[src/rtl/aes_sbox_pkg.sv]
// Shared types for the S-box lane arbiter: lane geometry, owners, FSM states and the in-flight tag.
package aes_sbox_pkg;

  localparam int LANES           = 4;
  localparam int BEATS_PER_STATE = 4;

  localparam logic [1:0] LAST_ST_BEAT = 2'(BEATS_PER_STATE - 1);

  typedef enum logic {
    OWN_ST = 1'b0,
    OWN_KW = 1'b1
  } owner_e;

  typedef enum logic [1:0] {
    IDLE     = 2'd0,
    ST_ISSUE = 2'd1,
    KW_ISSUE = 2'd2
  } fsm_e;

  typedef struct packed {
    logic       valid;
    owner_e     owner;
    logic [1:0] beat;
  } tag_t;

endpackage

[src/rtl/sbox_tag_pipe.sv]
// SBOX_LAT-deep tag shift register tracking which beat sits in each S-box lane stage.
// Latency SBOX_LAT cycles, no backpressure; rst clears every stage so in-flight results are dropped.
module sbox_tag_pipe
  import aes_sbox_pkg::*;
#(
  parameter int SBOX_LAT = 6
) (
  input  logic clk,
  input  logic rst,
  input  tag_t tag_i,
  output tag_t tag_o
);

  tag_t pipe_q [SBOX_LAT];

  always_ff @(posedge clk) begin
    if (rst) begin
      for (int i = 0; i < SBOX_LAT; i++) pipe_q[i] <= '0;
    end else begin
      pipe_q[0] <= tag_i;
      for (int i = 1; i < SBOX_LAT; i++) pipe_q[i] <= pipe_q[i-1];
    end
  end

  assign tag_o = pipe_q[SBOX_LAT-1];

endmodule

[src/rtl/sbox_share_arbiter.sv]
// Shares one 4-lane S-box pipe between state SubBytes (4 beats) and key SubWord (1 beat); done at T+5+SBOX_LAT / T+2+SBOX_LAT.
// One job per requester (ready low until the cycle after done); KEY_PRIORITY_EN selects fixed key priority instead of round-robin.
module sbox_share_arbiter
  import aes_sbox_pkg::*;
#(
  parameter int SBOX_LAT = 6
) (
  input  logic                 clk,
  input  logic                 rst,
  input  logic                 st_req_valid,
  output logic                 st_req_ready,
  input  logic [127:0]         st_data_in,
  output logic                 st_done,
  output logic [127:0]         st_data_out,
  input  logic                 kw_req_valid,
  output logic                 kw_req_ready,
  input  logic [31:0]          kw_data_in,
  output logic                 kw_done,
  output logic [31:0]          kw_data_out,
  output logic [8*LANES-1:0]   sbox_in,
  input  logic [8*LANES-1:0]   sbox_out
);

  fsm_e         state_q;
  logic [1:0]   beat_q;
  logic         st_busy_q, kw_busy_q;
  logic         st_pend_q, kw_pend_q;
  logic [127:0] st_buf_q;
  logic [31:0]  kw_buf_q;
  logic [31:0]  sbox_in_q;
  tag_t         issue_tag_q;
  tag_t         exit_tag;
  logic [95:0]  st_coll_q;
  logic         st_done_q, kw_done_q;
  logic [127:0] st_data_out_q;
  logic [31:0]  kw_data_out_q;

  logic         st_acc, kw_acc, st_cand, kw_cand, grant_st, grant_kw;
  logic [127:0] st_src;
  logic [31:0]  kw_src;
  logic [1:0]   beat_d;

  assign st_req_ready = ~st_busy_q & ~rst;
  assign kw_req_ready = ~kw_busy_q & ~rst;
  assign st_acc       = st_req_valid & st_req_ready;
  assign kw_acc       = kw_req_valid & kw_req_ready;

  // A job being accepted this cycle is already a candidate, so it can issue on the next cycle.
  assign st_cand = st_pend_q | st_acc;
  assign kw_cand = kw_pend_q | kw_acc;
  assign st_src  = st_pend_q ? st_buf_q : st_data_in;
  assign kw_src  = kw_pend_q ? kw_buf_q : kw_data_in;
  assign beat_d  = beat_q + 2'd1;

`ifdef KEY_PRIORITY_EN
  assign grant_kw = kw_cand;
`else
  owner_e rr_last_q;

  assign grant_kw = kw_cand & (~st_cand | (rr_last_q == OWN_ST));

  // Pointer moves only on contested grants, so lone jobs never disturb the fairness order.
  always_ff @(posedge clk) begin
    if (rst) begin
      rr_last_q <= OWN_KW;
    end else if (state_q == IDLE && st_cand && kw_cand) begin
      rr_last_q <= grant_kw ? OWN_KW : OWN_ST;
    end
  end
`endif
  assign grant_st = st_cand & ~grant_kw;

  always_ff @(posedge clk) begin
    if (rst) begin
      state_q     <= IDLE;
      beat_q      <= '0;
      sbox_in_q   <= '0;
      issue_tag_q <= '0;
      st_pend_q   <= 1'b0;
      kw_pend_q   <= 1'b0;
      st_buf_q    <= '0;
      kw_buf_q    <= '0;
    end else begin
      if (st_acc) begin
        st_buf_q  <= st_data_in;
        st_pend_q <= 1'b1;
      end
      if (kw_acc) begin
        kw_buf_q  <= kw_data_in;
        kw_pend_q <= 1'b1;
      end
      sbox_in_q   <= '0;
      issue_tag_q <= '0;
      case (state_q)
        IDLE: begin
          if (grant_st) begin
            state_q     <= ST_ISSUE;
            beat_q      <= '0;
            st_pend_q   <= 1'b0;
            sbox_in_q   <= st_src[31:0];
            issue_tag_q <= '{valid: 1'b1, owner: OWN_ST, beat: 2'd0};
          end else if (grant_kw) begin
            state_q     <= KW_ISSUE;
            kw_pend_q   <= 1'b0;
            sbox_in_q   <= kw_src;
            issue_tag_q <= '{valid: 1'b1, owner: OWN_KW, beat: 2'd0};
          end
        end
        ST_ISSUE: begin
          if (beat_q == LAST_ST_BEAT) begin
            state_q <= IDLE;
          end else begin
            beat_q      <= beat_d;
            sbox_in_q   <= st_buf_q[{beat_d, 5'd0} +: 32];
            issue_tag_q <= '{valid: 1'b1, owner: OWN_ST, beat: beat_d};
          end
        end
        KW_ISSUE: state_q <= IDLE;
        default:  state_q <= IDLE;
      endcase
    end
  end

  sbox_tag_pipe #(
    .SBOX_LAT (SBOX_LAT)
  ) u_tag_pipe (
    .clk   (clk),
    .rst   (rst),
    .tag_i (issue_tag_q),
    .tag_o (exit_tag)
  );

  always_ff @(posedge clk) begin
    if (rst) begin
      st_busy_q     <= 1'b0;
      kw_busy_q     <= 1'b0;
      st_coll_q     <= '0;
      st_done_q     <= 1'b0;
      kw_done_q     <= 1'b0;
      st_data_out_q <= '0;
      kw_data_out_q <= '0;
    end else begin
      st_done_q <= 1'b0;
      kw_done_q <= 1'b0;
      if (st_acc)         st_busy_q <= 1'b1;
      else if (st_done_q) st_busy_q <= 1'b0;
      if (kw_acc)         kw_busy_q <= 1'b1;
      else if (kw_done_q) kw_busy_q <= 1'b0;
      // Final beat bypasses the collect buffer so data_out and done update on the same edge.
      if (exit_tag.valid) begin
        if (exit_tag.owner == OWN_KW) begin
          kw_done_q     <= 1'b1;
          kw_data_out_q <= sbox_out;
        end else if (exit_tag.beat == LAST_ST_BEAT) begin
          st_done_q     <= 1'b1;
          st_data_out_q <= {sbox_out, st_coll_q};
        end else begin
          st_coll_q[{exit_tag.beat, 5'd0} +: 32] <= sbox_out;
        end
      end
    end
  end

  assign sbox_in     = sbox_in_q;
  assign st_done     = st_done_q;
  assign kw_done     = kw_done_q;
  assign st_data_out = st_data_out_q;
  assign kw_data_out = kw_data_out_q;

endmodule
[config.mk]
export PLATFORM = sky130hd
export DESIGN_NAME = sbox_share_arbiter
export DESIGN_NICKNAME = d
export VERILOG_FILES = /design/src/rtl/aes_sbox_pkg.sv /design/src/rtl/sbox_tag_pipe.sv /design/src/rtl/sbox_share_arbiter.sv
export SDC_FILE = /design/constraint.sdc
export NUM_CORES = 1
export LEC_CHECK = 0
export CAP_MARGIN = 20
export CORE_UTILIZATION = 25
export DETAILED_ROUTE_END_ITERATION = 7
export PLACE_DENSITY_LB_ADDON = 0.05
export SYNTH_ARGS = -nofsm -noshare
export SYNTH_HDL_FRONTEND = slang
export SYNTH_SLANG_ARGS = --single-unit
[constraint.sdc]
create_clock -name clk -period 4.5 [get_ports clk]
set_input_delay 0.675 -clock clk [delete_from_list [all_inputs] [get_ports clk]]
set_output_delay 0.675 -clock clk [all_outputs]
set_load 0.01 [all_outputs]
# After elaboration in Yosys (flattened, before gate mapping)
# Memories as Yosys holds them, arrays and structs flattened.
# Cells that the tools add are included.
# Widths: inputs -> output; s select.
dict set report op_classes {
  addsub 2
  n_eq_ne 7
  n_shift 3
  muxes 41
  n_bitwise 24
  n_reduce_logical 13
}
# cell count
set ops {}
lappend ops {{$mux 32} 5}
lappend ops {{$shiftx 128x8->32} 1}
lappend ops {{$bwmux 96} 1}
lappend ops {{$shift 32x9->96 const A} 1}
lappend ops {{$shiftx 32x9->96} 1}
lappend ops {{$pmux 32 s2} 1}
lappend ops {{$mux 4} 9}
lappend ops {{$mux 1} 17}
lappend ops {{$mux 2} 5}
lappend ops {{$neg 7->9} 1}
lappend ops {{$not 1->1} 9}
lappend ops {{$or 1x1->1} 9}
lappend ops {{$reduce_and 3->1} 3}
lappend ops {{$pmux 2 s2} 2}
lappend ops {{$pmux 4 s2} 1}
lappend ops {{$and 1x1->1} 6}
lappend ops {{$ne 2x2->1 const B} 3}
lappend ops {{$reduce_bool 2->1} 3}
lappend ops {{$eq 2x2->1 const B} 2}
lappend ops {{$reduce_and 2->1} 2}
lappend ops {{$ne 3x3->1 const B} 1}
lappend ops {{$reduce_or 3->1} 1}
lappend ops {{$add 2x1->2 const B} 1}
lappend ops {{$eq 2x1->1 const B} 1}
lappend ops {{3 further kinds} 4}
dict set report totals {
  register_bits 463
  ram_bits 24
  out_inout_bits 196
  n_memories 1
}
# memory depth word_bits rd rd_ports_with_merged_regs write_ports line
set memory_table {}
lappend memory_table {u_tag_pipe.pipe_q 6 4 6 0 6 sbox_tag_pipe.sv:14} ;# tag_t pipe_q [SBOX_LAT];

# Logic depth before layout (Yosys ltp)
# Gate-level depths: netlist of run 1.
dict set report logic_depth {
  ltp_word 11
  mapped_depth 8
  ltp_nobuf 5
}

# Modules after synthesis
# Synthesis of run 1 repeated with hierarchy kept, for this count alone.
dict set report hier_totals {
  hier_cells 2170
  area_unflattened_um2 18401.4
}
# mod n_inst cells_each area_per_inst_um2 seq_area_each_um2
set by_module_without_submodules {}
lappend by_module_without_submodules {sbox_share_arbiter 1 2116 17678.2 9268.9}
lappend by_module_without_submodules {sbox_tag_pipe 1 54 723.2 480.5}

# Worst setup path before layout of run 1
# OpenSTA, ideal clock, no wires.
dict set report synth_path {
  kind {in2out}
  startpoint {in rst}
  endpoint {out kw_req_ready}
  arrival_time_ps 1613
  required_time_ps 3825
  path_slack_ps 2212
  stages 5
  path_cell_list {buf_6 -> buf_2 -> clkbuf_1 -> clkbuf_1 -> nor2_1}
}
dict set report synth_via {
  elab_chain_len 2
}
# element line
set synth_rtl {}
lappend synth_rtl {{start: declaration} sbox_share_arbiter.sv:9} ;# input logic rst,
lappend synth_rtl {{$not 1->1} sbox_share_arbiter.sv:44} ;# assign kw_req_ready = ~kw_busy_q & ~rst;
lappend synth_rtl {{$and 1x1->1} sbox_share_arbiter.sv:44}
lappend synth_rtl {{end: declaration} sbox_share_arbiter.sv:16} ;# output logic kw_req_ready,
# No other way between the ends.

# Final worst setup path of run 1
dict set report layout_path {
  startpoint {reg beat_q[0]}
  endpoint {reg sbox_in_q[30], in the netlist sbox_in[30]}
}
dict set report layout_via {
  elab_chain_len 4
  word_cells_on_any_way 5
  cone_classes {add/sub: 1; eq/ne: 1; shift: 1; mux: 2}
}
# element line
set layout_rtl {}
lappend layout_rtl {{start: declaration} sbox_share_arbiter.sv:25} ;# logic [1:0] beat_q;
lappend layout_rtl {{start signal: assignment} sbox_share_arbiter.sv:113} ;# beat_q <= beat_d;
lappend layout_rtl {{$add 2x1->2} sbox_share_arbiter.sv:53} ;# assign beat_d = beat_q + 2'd1;
lappend layout_rtl {{$shiftx 128x8->32} sbox_share_arbiter.sv:114} ;# sbox_in_q <= st_buf_q[{beat_d, 5'd0} +: 32];
lappend layout_rtl {{$mux 32 *} sbox_share_arbiter.sv:110} ;# if (beat_q == LAST_ST_BEAT) begin
lappend layout_rtl {{$pmux 32 s2 *} sbox_share_arbiter.sv:94} ;# case (state_q)
lappend layout_rtl {{end signal: assignment} sbox_share_arbiter.sv:100} ;# sbox_in_q <= st_src[31:0];
lappend layout_rtl {{end signal: assignment} sbox_share_arbiter.sv:105} ;# sbox_in_q <= kw_src;
lappend layout_rtl {{end signal: assignment} sbox_share_arbiter.sv:114}
lappend layout_rtl {{end: declaration} sbox_share_arbiter.sv:30} ;# logic [31:0] sbox_in_q;
# Mark *: on every way between the ends. The rest lies on a longest branch, timed or not.
# A chain may end at the register's enable or synchronous reset.

==> PnR_summary.wiki, run 1 <==
{| class="wikitable"
! Metric !! Value
|-
| Run status || completed
|-
| Synth cell types || 48
|-
| Routed wire per std cell || 19.1 µm
|-
| Comb power frac || 7.4%
|-
| Highest achievable clock rate || 358 MHz
|-
| Routed vias || 16,000
|-
| Pwr per Cell Area || 404 nW/µm²
|-
| CTS tree || done
|-
| Pin count of the biggest net entering global routing || 253
|-
| Setup WS pre-CTS || 1.28 ns
|-
| CTS Buf Count || 59
|-
| Final setup violation count || 0
|-
| Total buffers and inverters traversed by the critical path || 1
|-
| Worst min-delay path category || input port to register
|-
| Number of antenna violations at the first check in global routing || 5
|-
| Switching share of power || 23.5%
|-
| Post-CTS Resized || 0
|-
| Worst-path cell chain || buf_4 -> ha_4 -> mux4_2 -> a32oi_1 -> o21ai_1
|-
| Longest Clk Path Bufs || 3
|-
| Worst rel slew slack || 26.6%
|-
| Final ANT Viol Nets || 0
|-
| Setup skew after layout || 0.0231 ns
|-
| Synthesized net count || 2,390
|-
| CTS clk-pin slew, worst paths || 0.06 ns
|-
| Type of destination of the critical path || register
|-
| First-pass GRT wire length || 99.0 mm
|-
| Post-Route WL || 66.6 mm
|-
| Category of the worst setup path launch point || register
|-
| Die span in y || 276 µm
|-
| Vias per inst || 4.59
|-
| Critical path data required time || 4.95 ns
|-
| Clk Tree Root Cell || sky130_fd_sc_hd__clkbuf_16
|-
| Worst-margin pin slew || 1.10 ns
|-
| Number of I/O port buffers || 391
|-
| Clock latency reported for the late side of the worst-skew pair || 0.62 ns
|-
| Unrepaired setup endpoints after global routing || no
|-
| PnR worst setup slack || 1.71 ns
|-
| Pint || 7850 µW
|-
| 1st-pass router iterations || 5
|-
| Iteration-0 DRC count of the detailed router || 936
|-
| Post-detailed-placement half-perimeter wirelength || 42.3 mm
|-
| Vias in the first global route || 15,700
|-
| Ys flop type || sky130_fd_sc_hd__dfxtp_1
|-
| Ratio of final minimum period to clock period || 62.1%
|-
| Max Transition Viols Final || 0
|-
| Slowest-stage cell, CP || sky130_fd_sc_hd__ha_4
|-
| CP max stage delay || 0.95 ns
|-
| Post-Synthesis Mean Instance Area || 8.55 µm²
|-
| Routability cong. || 0.740
|-
| TritonCTS sink count || 487
|-
| Flops & latches, synth || 487
|-
| Peak supply drop || 332 µV
|-
| Post-Synthesis Cell Area || 18,700 µm²
|-
| Part of the Yosys area used for sequential elements || 52.1%
|-
| DRC errors left || 0
|-
| Total grt overflow || 0
|-
| Sequential group share of total power || 44.1%
|-
| Share of total power in the clock network || 48.5%
|-
| Final critical-path required period || 2.79 ns
|-
| Overall track demand over capacity in global routing || 17.0%
|-
| Final-stage net count || 2,683
|-
| Class of the most critical setup path || register to register
|-
| Crit-path max FO || 54
|-
| Number of hold buffers added after CTS || 0
|-
| Synth-to-layout area growth || 35.8%
|-
| Initial standard-cell utilization of the core || 25.5%
|-
| Setup slack, reg-to-reg || 1.71 ns
|-
| Share of flip-flops with an asynchronous set or reset after synthesis || 0%
|-
| Leakage Power || 0.00832 µW
|-
| Count of mapped cells out of synthesis || 2,188
|-
| Total die area || 75,900 µm²
|-
| Std-Cell Rows || 99
|-
| Hold Violations, Final || 0
|-
| Core outline area || 73,500 µm²
|-
| Crit path arrival time || 3.25 ns
|-
| CP top delay family || adder cells
|-
| H-tree level count || 2
|-
| Number of flops mapped to enable cells by yosys || 0
|-
| Psw || 2410 µW
|-
| Number of max-capacitance violations reported || 0
|-
| Chip Width || 276 µm
|-
| Layout cell share with drive strength beyond 1 || 6.16%
|-
| Setup fix buffers added after clock tree synthesis || 0
|-
| Synthesis warning total || 0
|-
| Number of top-level design ports || 392
|-
| Sum Neg Setup Slack || 0 ns
|}
-- layout by cell type (no fill, tap or decap), types with 4 or more instances in the layout --
master                            count
sky130_fd_sc_hd__buf_12               4
sky130_fd_sc_hd__clkdlybuf4s50_1    390
sky130_fd_sc_hd__a22oi_1             29
sky130_fd_sc_hd__nand3_1             96
sky130_fd_sc_hd__o221ai_1            30
sky130_fd_sc_hd__nor2b_1             53
sky130_fd_sc_hd__inv_1                5
sky130_fd_sc_hd__mux2i_1             72
sky130_fd_sc_hd__and2_2               4
sky130_fd_sc_hd__clkbuf_1            15
sky130_fd_sc_hd__clkbuf_8            18
sky130_fd_sc_hd__ha_1                 5
sky130_fd_sc_hd__nor2_1              11
sky130_fd_sc_hd__clkinv_2             9
sky130_fd_sc_hd__mux4_2              12
sky130_fd_sc_hd__bufinv_16            6
sky130_fd_sc_hd__clkbuf_16           59
sky130_fd_sc_hd__a22o_1              31
sky130_fd_sc_hd__nand2b_1           133
sky130_fd_sc_hd__o22ai_1             20
sky130_fd_sc_hd__a21oi_1            256
sky130_fd_sc_hd__nor3b_2              4
sky130_fd_sc_hd__nand2_1            584
sky130_fd_sc_hd__dfxtp_1            485
sky130_fd_sc_hd__buf_4               20
sky130_fd_sc_hd__o21ai_0            134
-- state kept, by name (all words and copies together) (netlist names) --
register           count
beat_q                 2
st_data_out          128
st_pend_q              1
issue_tag_q            4
kw_data_out           32
st_coll_q             96
rr_last_q              1
kw_done                1
sbox_in               32
st_buf_q             128
kw_busy_q              1
st_done                1
state_q                2
u_tag_pipe.pipe_q     24
kw_buf_q              32
kw_pend_q              1
st_busy_q              1
-- logic make-up after synthesis --
family                   after synthesis  share of synthesized area [%]
flip-flops                           487                           52.1
adder cells (fa/ha/maj)                6                          0.401
AND/OR/NAND/NOR                      903                           21.8
buffers and inverters                190                           4.50
AO/OA/AOI/OAI                        517                           15.8
XOR/XNOR                               1                         0.0468
multiplexers                          84                           5.30
-- synthesized netlist by cell type (all sizes together), types with 2 or more instances --
master / n / area, µm²
nand2: 584 / 2190
dfxtp: 487 / 9750
a21oi: 256 / 1280
o21ai: 137 / 686
nand2b: 133 / 832
clkbuf: 101 / 379
nand3: 96 / 480
buf: 84 / 444
mux2i: 72 / 721
nor2b: 53 / 332
a22o: 31 / 272
o221ai: 30 / 263
a22oi: 29 / 218
o22ai: 20 / 125
nor2: 13 / 48.8
mux4: 12 / 270
ha: 6 / 75.1
nor3b: 6 / 66.3
inv: 5 / 18.8
nor3: 5 / 30.0
and2: 4 / 25.0
a211oi: 3 / 22.5
a32oi: 3 / 26.3
nand3b: 2 / 15.0
-- power groups by stage --
stage | clock network [µW] | registers, µW | logic, µW
6_report | 4980 | 4520 | 761
3_3_place_gp | 0 | 4610 | 761
3_5_place_dp | 0 | 4620 | 775
2_1_floorplan | 0 | 4590 | 372
5_1_grt | 5320 | 4530 | 826
4_1_cts | 5140 | 4520 | 779
-- area by class of cell --
cell class	count	area, µm²
clock inverters	19	259
well taps	959	1200
multi-input cells	1511	8190
clock buffers	92	1780
inverters	5	18.8
diodes	1	2.50
fillers	7704	48000
flip-flops and latches	487	9750
repair buffers	417	4200
-- path summary, 6_finish.rpt --
| check | start | endpoint | cells after the start |
|---|---|---|---|
| worst max-delay path | beat_q[0]$_SDFFE_PP0P_ | sbox_in[30]$_SDFF_PP0_ | 5 |
| worst min-delay path | rst | kw_done$_SDFF_PP0_ | 2 |
| worst max register to register | beat_q[0]$_SDFFE_PP0P_ | sbox_in[30]$_SDFF_PP0_ | 5 |
| worst min register to register | u_tag_pipe.pipe_q[0][14]$_SDFF_PP0_ | u_tag_pipe.pipe_q[0][18]$_SDFF_PP0_ | 1 |
-- layer usage --
layer	routed length [µm]	track usage (%)
met1	30000	22.0
met2	32100	28.7
met3	2920	3.18
met4	1490	4.75
met5	67	0
-- per-stage QoR --
step	total power (µW)	hold WS (ns)	area (µm²)	util, %	std cells
after global placement	5370	0.416	23300	31.7	3376
after detailed placement	5390	0.422	23300	31.8	3378
after CTS	10400	0.365	25400	34.5	3489
final	10300	0.403	25400	34.6	3491
after global routing	10700	0.406	25400	34.6	3490
after floorplan	4960	0.414	18700	-	2188
No activity file was read; power rests on OpenSTA's default activity.
==> run 2, diff against run 1 <==
==> constraint.sdc (replaced) <==
create_clock -name clk -period 2.5 [get_ports clk]
set_input_delay 0.375 -clock clk [delete_from_list [all_inputs] [get_ports clk]]
set_output_delay 0.375 -clock clk [all_outputs]
set_load 0.01 [all_outputs]
==> PnR_summary.wiki, run 2 (synthesized netlist as in run 1, its figures left out) <==
{| class="wikitable"
! Metric !! Value
|-
| Run status || completed
|-
| Commonest non-fill, non-tap cell in the layout || sky130_fd_sc_hd__nand2_1
|-
| First-pass GRT wire length || 99.1 mm
|-
| Switching share of power || 23.3%
|-
| Max Transition Viols Final || 0
|-
| Core outline area || 73,500 µm²
|-
| Overall track demand over capacity in global routing || 17.0%
|-
| Highest achievable clock rate || 473 MHz
|-
| Std-Cell Rows || 99
|-
| Setup fix buffers added after clock tree synthesis || 0
|-
| Post-detailed-placement half-perimeter wirelength || 43.9 mm
|-
| Iteration-0 DRC count of the detailed router || 896
|-
| Depth of the worst register-to-register path || 6
|-
| Category of the worst setup path launch point || register
|-
| Number of I/O port buffers || 391
|-
| Unrepaired setup endpoints after global routing || no
|-
| Peak supply drop || 533 µV
|-
| Initial standard-cell utilization of the core || 25.5%
|-
| Crit path arrival time || 1.74 ns
|-
| Setup slack, reg-to-reg || 0.48 ns
|-
| Final ANT Viol Nets || 0
|-
| CTS tree || done
|-
| Layout cell share with drive strength beyond 1 || 6.90%
|-
| Psw || 4280 µW
|-
| Sum Neg Setup Slack || 0 ns
|-
| Routability cong. || 0.744
|-
| Final-stage net count || 2,709
|-
| Pint || 14,100 µW
|-
| Clk Tree Root Cell || sky130_fd_sc_hd__clkbuf_16
|-
| Ratio of final minimum period to clock period || 84.5%
|-
| Number of diodes || 0
|-
| 1st-pass router iterations || 5
|-
| Vias per inst || 4.62
|-
| Comb power frac || 7.7%
|-
| Type of destination of the critical path || primary output
|-
| Chip Width || 276 µm
|-
| Final critical-path required period || 2.11 ns
|-
| Pin count of the biggest net entering global routing || 98
|-
| Class of the most critical setup path || register to primary output
|-
| Worst-margin pin slew || 1.06 ns
|-
| Critical path data required time || 2.12 ns
|-
| Longest Clk Path Bufs || 3
|-
| CTS clk-pin slew, worst paths || 0.06 ns
|-
| Clock latency reported for the late side of the worst-skew pair || 0.62 ns
|-
| CTS Buf Count || 59
|-
| Sequential group share of total power || 44.3%
|-
| Final setup violation count || 0
|-
| Pwr per Cell Area || 715 nW/µm²
|-
| Die span in y || 276 µm
|-
| Total grt overflow || 0
|-
| TritonCTS sink count || 487
|-
| Share of total power in the clock network || 48.0%
|-
| Capture point of the worst reg-to-reg path || st_coll_q[30]$_SDFFE_PP0P_
|-
| Leading cell types in the layout, fill and taps excluded || 584 x sky130_fd_sc_hd__nand2_1, 485 x sky130_fd_sc_hd__dfxtp_1, 390 x sky130_fd_sc_hd__clkdlybuf4s50_1
|-
| Worst min-delay path category || input port to register
|-
| Total die area || 75,900 µm²
|-
| Worst rel slew slack || 29.3%
|-
| Vias in the first global route || 15,900
|-
| Post-Route WL || 66.5 mm
|-
| Synth-to-layout area growth || 37.3%
|-
| Worst setup path startpoint || st_busy_q$_SDFFE_PP0P_
|-
| Post-route core utilization || 35.0%
|-
| Post-CTS Resized || 0
|-
| Setup skew after layout || 0.0230 ns
|-
| Worst Hold Slack || 0.227 ns
|-
| End point of the critical path || st_req_ready
|-
| Hold Violations, Final || 0
|-
| Number of hold buffers added after CTS || 0
|-
| Leakage Power || 0.00847 µW
|-
| Crit-path max FO || 4
|-
| Number of top-level design ports || 392
|-
| Startpoint of the tightest hold check path || rst
|-
| H-tree level count || 2
|-
| Number of antenna violations at the first check in global routing || 4
|-
| Number of max-capacitance violations reported || 0
|-
| DRC errors left || 0
|-
| Routed vias || 16,200
|-
| Routed wire per std cell || 18.9 µm
|-
| Worst r2r src || u_tag_pipe.pipe_q[0][20]$_SDFF_PP0_
|}
run 2: cell count changes in the layout (fill, tap and decap cells not counted), sizes merged:
cell	delta
buf	+26
bufinv	-2
clkbuf	+4
clkinv	-5
clkinvlp	-1
diode	-1
inv	-2
run 2: cell type report:
type,instances,area [µm²]
clock buffer,96,1850
clock inverter,9,160
fill,7614,47800
inverter,5,18.8
multi-input combinational,1511,8190
sequential,487,9750
tap,959,1200
timing repair buffer,443,4520
run 2: per-layer routing:
metal | up-vias | wire length [µm] | GRT usage, %
met1 | 7654 | 30300 | 22.3
met2 | 401 | 31500 | 28.6
li1 | 8040 | - | -
met3 | 98 | 3230 | 3.15
met4 | 8 | 1390 | 4.33
met5 | - | 57 | 0
run 2: per-stage QoR:
stage | setup slack, ns | area (µm²) | total power, µW | instances
2_1_floorplan | 0.641 | 18700 | 8930 | 2188
3_3_place_gp | 0.104 | 23700 | 9730 | 3405
3_5_place_dp | 0.0768 | 23700 | 9740 | 3405
4_1_cts | 0.314 | 25700 | 18700 | 3510
5_1_grt | 0.286 | 25700 | 19100 | 3510
6_report | 0.388 | 25700 | 18400 | 3510
run 2: power groups by stage:
| stage | logic [µW] | registers, µW | clock network [µW] |
|---|---|---|---|
| after floorplan | 669 | 8270 | 0 |
| final | 1410 | 8140 | 8820 |
| after global placement | 1420 | 8310 | 0 |
| after CTS | 1430 | 8140 | 9120 |
| after detailed placement | 1430 | 8310 | 0 |
| after global routing | 1530 | 8160 | 9440 |
run 2: worst min path at each step:
stage	endpoint	slack, ns	cells past startpoint
floorplan	u_tag_pipe.pipe_q[0][0]$_SDFF_PP0_	0.41	1
global placement	u_tag_pipe.pipe_q[0][2]$_SDFF_PP0_	0.42	1
detailed placement	u_tag_pipe.pipe_q[0][10]$_SDFF_PP0_	0.42	1
CTS	rr_last_q$_SDFFE_PP1P_	0.18	2
global route	rr_last_q$_SDFFE_PP1P_	0.21	2
finish	rr_last_q$_SDFFE_PP1P_	0.23	2
run 2: critical path: stages (launching register included):
cell,delay [ns]
sky130_fd_sc_hd__dfxtp_1,0.55
sky130_fd_sc_hd__nor2_1,0.10
sky130_fd_sc_hd__clkdlybuf4s50_1,0.49
==> run 3, diff against run 2 <==
==> constraint.sdc (replaced) <==
create_clock -name clk -period 1.8 [get_ports clk]
set_input_delay 0.27 -clock clk [delete_from_list [all_inputs] [get_ports clk]]
set_output_delay 0.27 -clock clk [all_outputs]
set_load 0.01 [all_outputs]
==> PnR_summary.wiki, run 3 (synthesized netlist as in run 1, its figures left out) <==
{| class="wikitable"
! Metric !! Value
|-
| Iteration-0 DRC count of the detailed router || 986
|-
| Worst-path cell chain || nor3b_4 -> buf_6 -> nor2_4 -> buf_6 -> o21ai_4 -> buf_12 -> clkbuf_16 -> o221ai_2
|-
| Sum Neg Setup Slack || 0 ns
|-
| Final critical-path required period || 1.77 ns
|-
| Number of antenna violations at the first check in global routing || 6
|-
| Count of filler cells inserted in the layout || 7,589
|-
| Critical path data required time || 2.29 ns
|-
| Pwr per Cell Area || 948 nW/µm²
|-
| Routed vias || 16,300
|-
| Unrepaired setup endpoints after global routing || yes
|-
| Worst-margin pin slew || 1.04 ns
|-
| Dpl cells || 3,432
|-
| Post-Route WL || 67.1 mm
|-
| Synth-to-layout area growth || 39.4%
|-
| Depth of the worst register-to-register path || 8
|-
| Post-detailed-placement half-perimeter wirelength || 44.5 mm
|-
| Class of the most critical setup path || register to register
|-
| Highest achievable clock rate || 564 MHz
|-
| Layout cell share with drive strength beyond 1 || 9.18%
|-
| Hold Violations, Final || 0
|-
| H-tree level count || 2
|-
| Initial standard-cell utilization of the core || 25.5%
|-
| Number of top-level design ports || 392
|-
| Sequential Area || 9760 µm²
|-
| Total die area || 75,900 µm²
|-
| Setup skew after layout || 0.0154 ns
|-
| DRC errors left || 0
|-
| Cell mode on critical path || sky130_fd_sc_hd__buf_6
|-
| CTS Buf Count || 58
|-
| Setup slack, reg-to-reg || 0.03 ns
|-
| Crit-path max FO || 8
|-
| Final Instance Count excl. Fillers || 3,541
|-
| 1st-pass router iterations || 7
|-
| Number of I/O port buffers || 391
|-
| Number of max-capacitance violations reported || 0
|-
| Final setup violation count || 0
|-
| TritonCTS sink count || 487
|-
| Final ANT Viol Nets || 0
|-
| Peak supply drop || 641 µV
|-
| Pin count of the biggest net entering global routing || 196
|-
| Core outline area || 73,500 µm²
|-
| Category of the worst setup path launch point || register
|-
| Setup WS pre-CTS || -0.469 ns
|-
| Type of destination of the critical path || register
|-
| Routability cong. || 0.761
|-
| Overall track demand over capacity in global routing || 17.0%
|-
| Clock latency reported for the late side of the worst-skew pair || 0.62 ns
|-
| Ratio of final minimum period to clock period || 98.4%
|-
| Longest Clk Path Bufs || 3
|-
| CTS clk-pin slew, worst paths || 0.06 ns
|-
| Leading cell types in the layout, fill and taps excluded || 584 x sky130_fd_sc_hd__nand2_1, 482 x sky130_fd_sc_hd__dfxtp_1, 256 x sky130_fd_sc_hd__a21oi_1
|-
| Slowest-stage cell, CP || sky130_fd_sc_hd__dfxtp_4
|-
| Crit path arrival time || 2.27 ns
|-
| Startpoint of the tightest hold check path || st_data_in[50]
|-
| CP max stage delay || 0.35 ns
|-
| Vias per inst || 4.62
|-
| Hold endpoint || st_buf_q[50]$_SDFFE_PP0P_
|-
| Worst r2r src || kw_busy_q$_SDFFE_PP0P_
|-
| Commonest non-fill, non-tap cell in the layout || sky130_fd_sc_hd__nand2_1
|-
| Total grt overflow || 0
|-
| Area used by multi-input combinational logic || 8400 µm²
|-
| Run status || completed
|-
| Clk Tree Root Cell || sky130_fd_sc_hd__clkbuf_16
|-
| CTS tree || done
|-
| Routed wire per std cell || 18.9 µm
|-
| First-pass GRT wire length || 99.1 mm
|-
| Worst rel slew slack || 30.3%
|-
| Max Transition Viols Final || 0
|-
| Capture point of the worst reg-to-reg path || sbox_in[11]$_SDFF_PP0_
|-
| Die span in y || 276 µm
|-
| Number of stages on the worst hold path || 3
|-
| Vias in the first global route || 15,900
|-
| Final-stage net count || 2,746
|-
| Worst min-delay path category || input port to register
|-
| PnR worst setup slack || 0.0283 ns
|-
| Chip Width || 276 µm
|-
| Std-Cell Rows || 99
|-
| Leakage Power || 0.00975 µW
|}
run 3: changes by cell type in the layout (fill, tap and decap cells not counted), sizes merged:
cell	change
clkinvlp	+1
clkdlybuf4s50	-192
buf	+34
dlymetal6s4s	+1
inv	-1
clkbuf	-6
dlygate4sd2	+181
diode	+1
dlymetal6s2s	+10
bufinv	-3
clkinv	+5
run 3: how the worst max path moves through the flow:
stage,from,to,slack [ns]
floorplan,beat_q[0]$_SDFFE_PP0P_,sbox_in[10]$_SDFF_PP0_,0.0005
global placement,st_req_valid,st_buf_q[30]$_SDFFE_PP0P_,-0.46
detailed placement,st_req_valid,sbox_in[20]$_SDFF_PP0_,-0.47
CTS,st_data_out[83]$_SDFFE_PP0P_,st_data_out[83],0.00006
global route,kw_busy_q$_SDFFE_PP0P_,sbox_in[25]$_SDFF_PP0_,-0.03
finish,kw_busy_q$_SDFFE_PP0P_,sbox_in[11]$_SDFF_PP0_,0.03
run 3: what timing repair did:
item,CTS,global route
hold buffers,1,0
pin swaps,2,23
endpoints found under the hold margin,3,0
resized for setup,190,52
setup endpoints to repair,191,126
setup buffers,1,5
cloned,0,4
run 3: cell type report:
class	instances	share of cell area, %
Antenna cell	1	0.00960
Clock buffer	86	6.43
Clock inverter	11	0.499
Inverter	5	0.0720
Multi-Input combinational cell	1511	32.2
Sequential cell	487	37.4
Tap cell	959	4.60
Timing Repair Buffer	481	18.8
run 3: layer usage:
metal	GRT usage, %	vias up	wire (µm)
met2	28.7	385	32200
met3	3.16	93	3310
met1	22.0	7749	30100
li1	-	8114	-
met5	0	-	54
met4	4.52	8	1400
run 3: worst max-delay path: cells and delay by family, from the launching register on:
kind / cells / cell delay [ns]
flops: 1 / 0.35
simple gates: 2 / 0.36
compound gates: 2 / 0.29
buf+inv: 4 / 0.63
run 3: where the power goes:
group	internal, µW	switching [µW]	leakage (µW)
sequential	11100	196	0.00396
clock	6530	4750	0.000883
combinational	1070	1070	0.00491
run 3: through the flow:
stage | instance area (µm²) | hold slack, ns | total power [µW] | util [%]
2_1_floorplan | 18700 | 0.379 | 12400 | -
3_3_place_gp | 24000 | 0.417 | 13600 | 32.7
3_5_place_dp | 24000 | 0.422 | 13600 | 32.7
4_1_cts | 25700 | 0.176 | 25000 | 35.0
5_1_grt | 26100 | 0.193 | 25700 | 35.5
6_report | 26100 | 0.209 | 24700 | 35.5
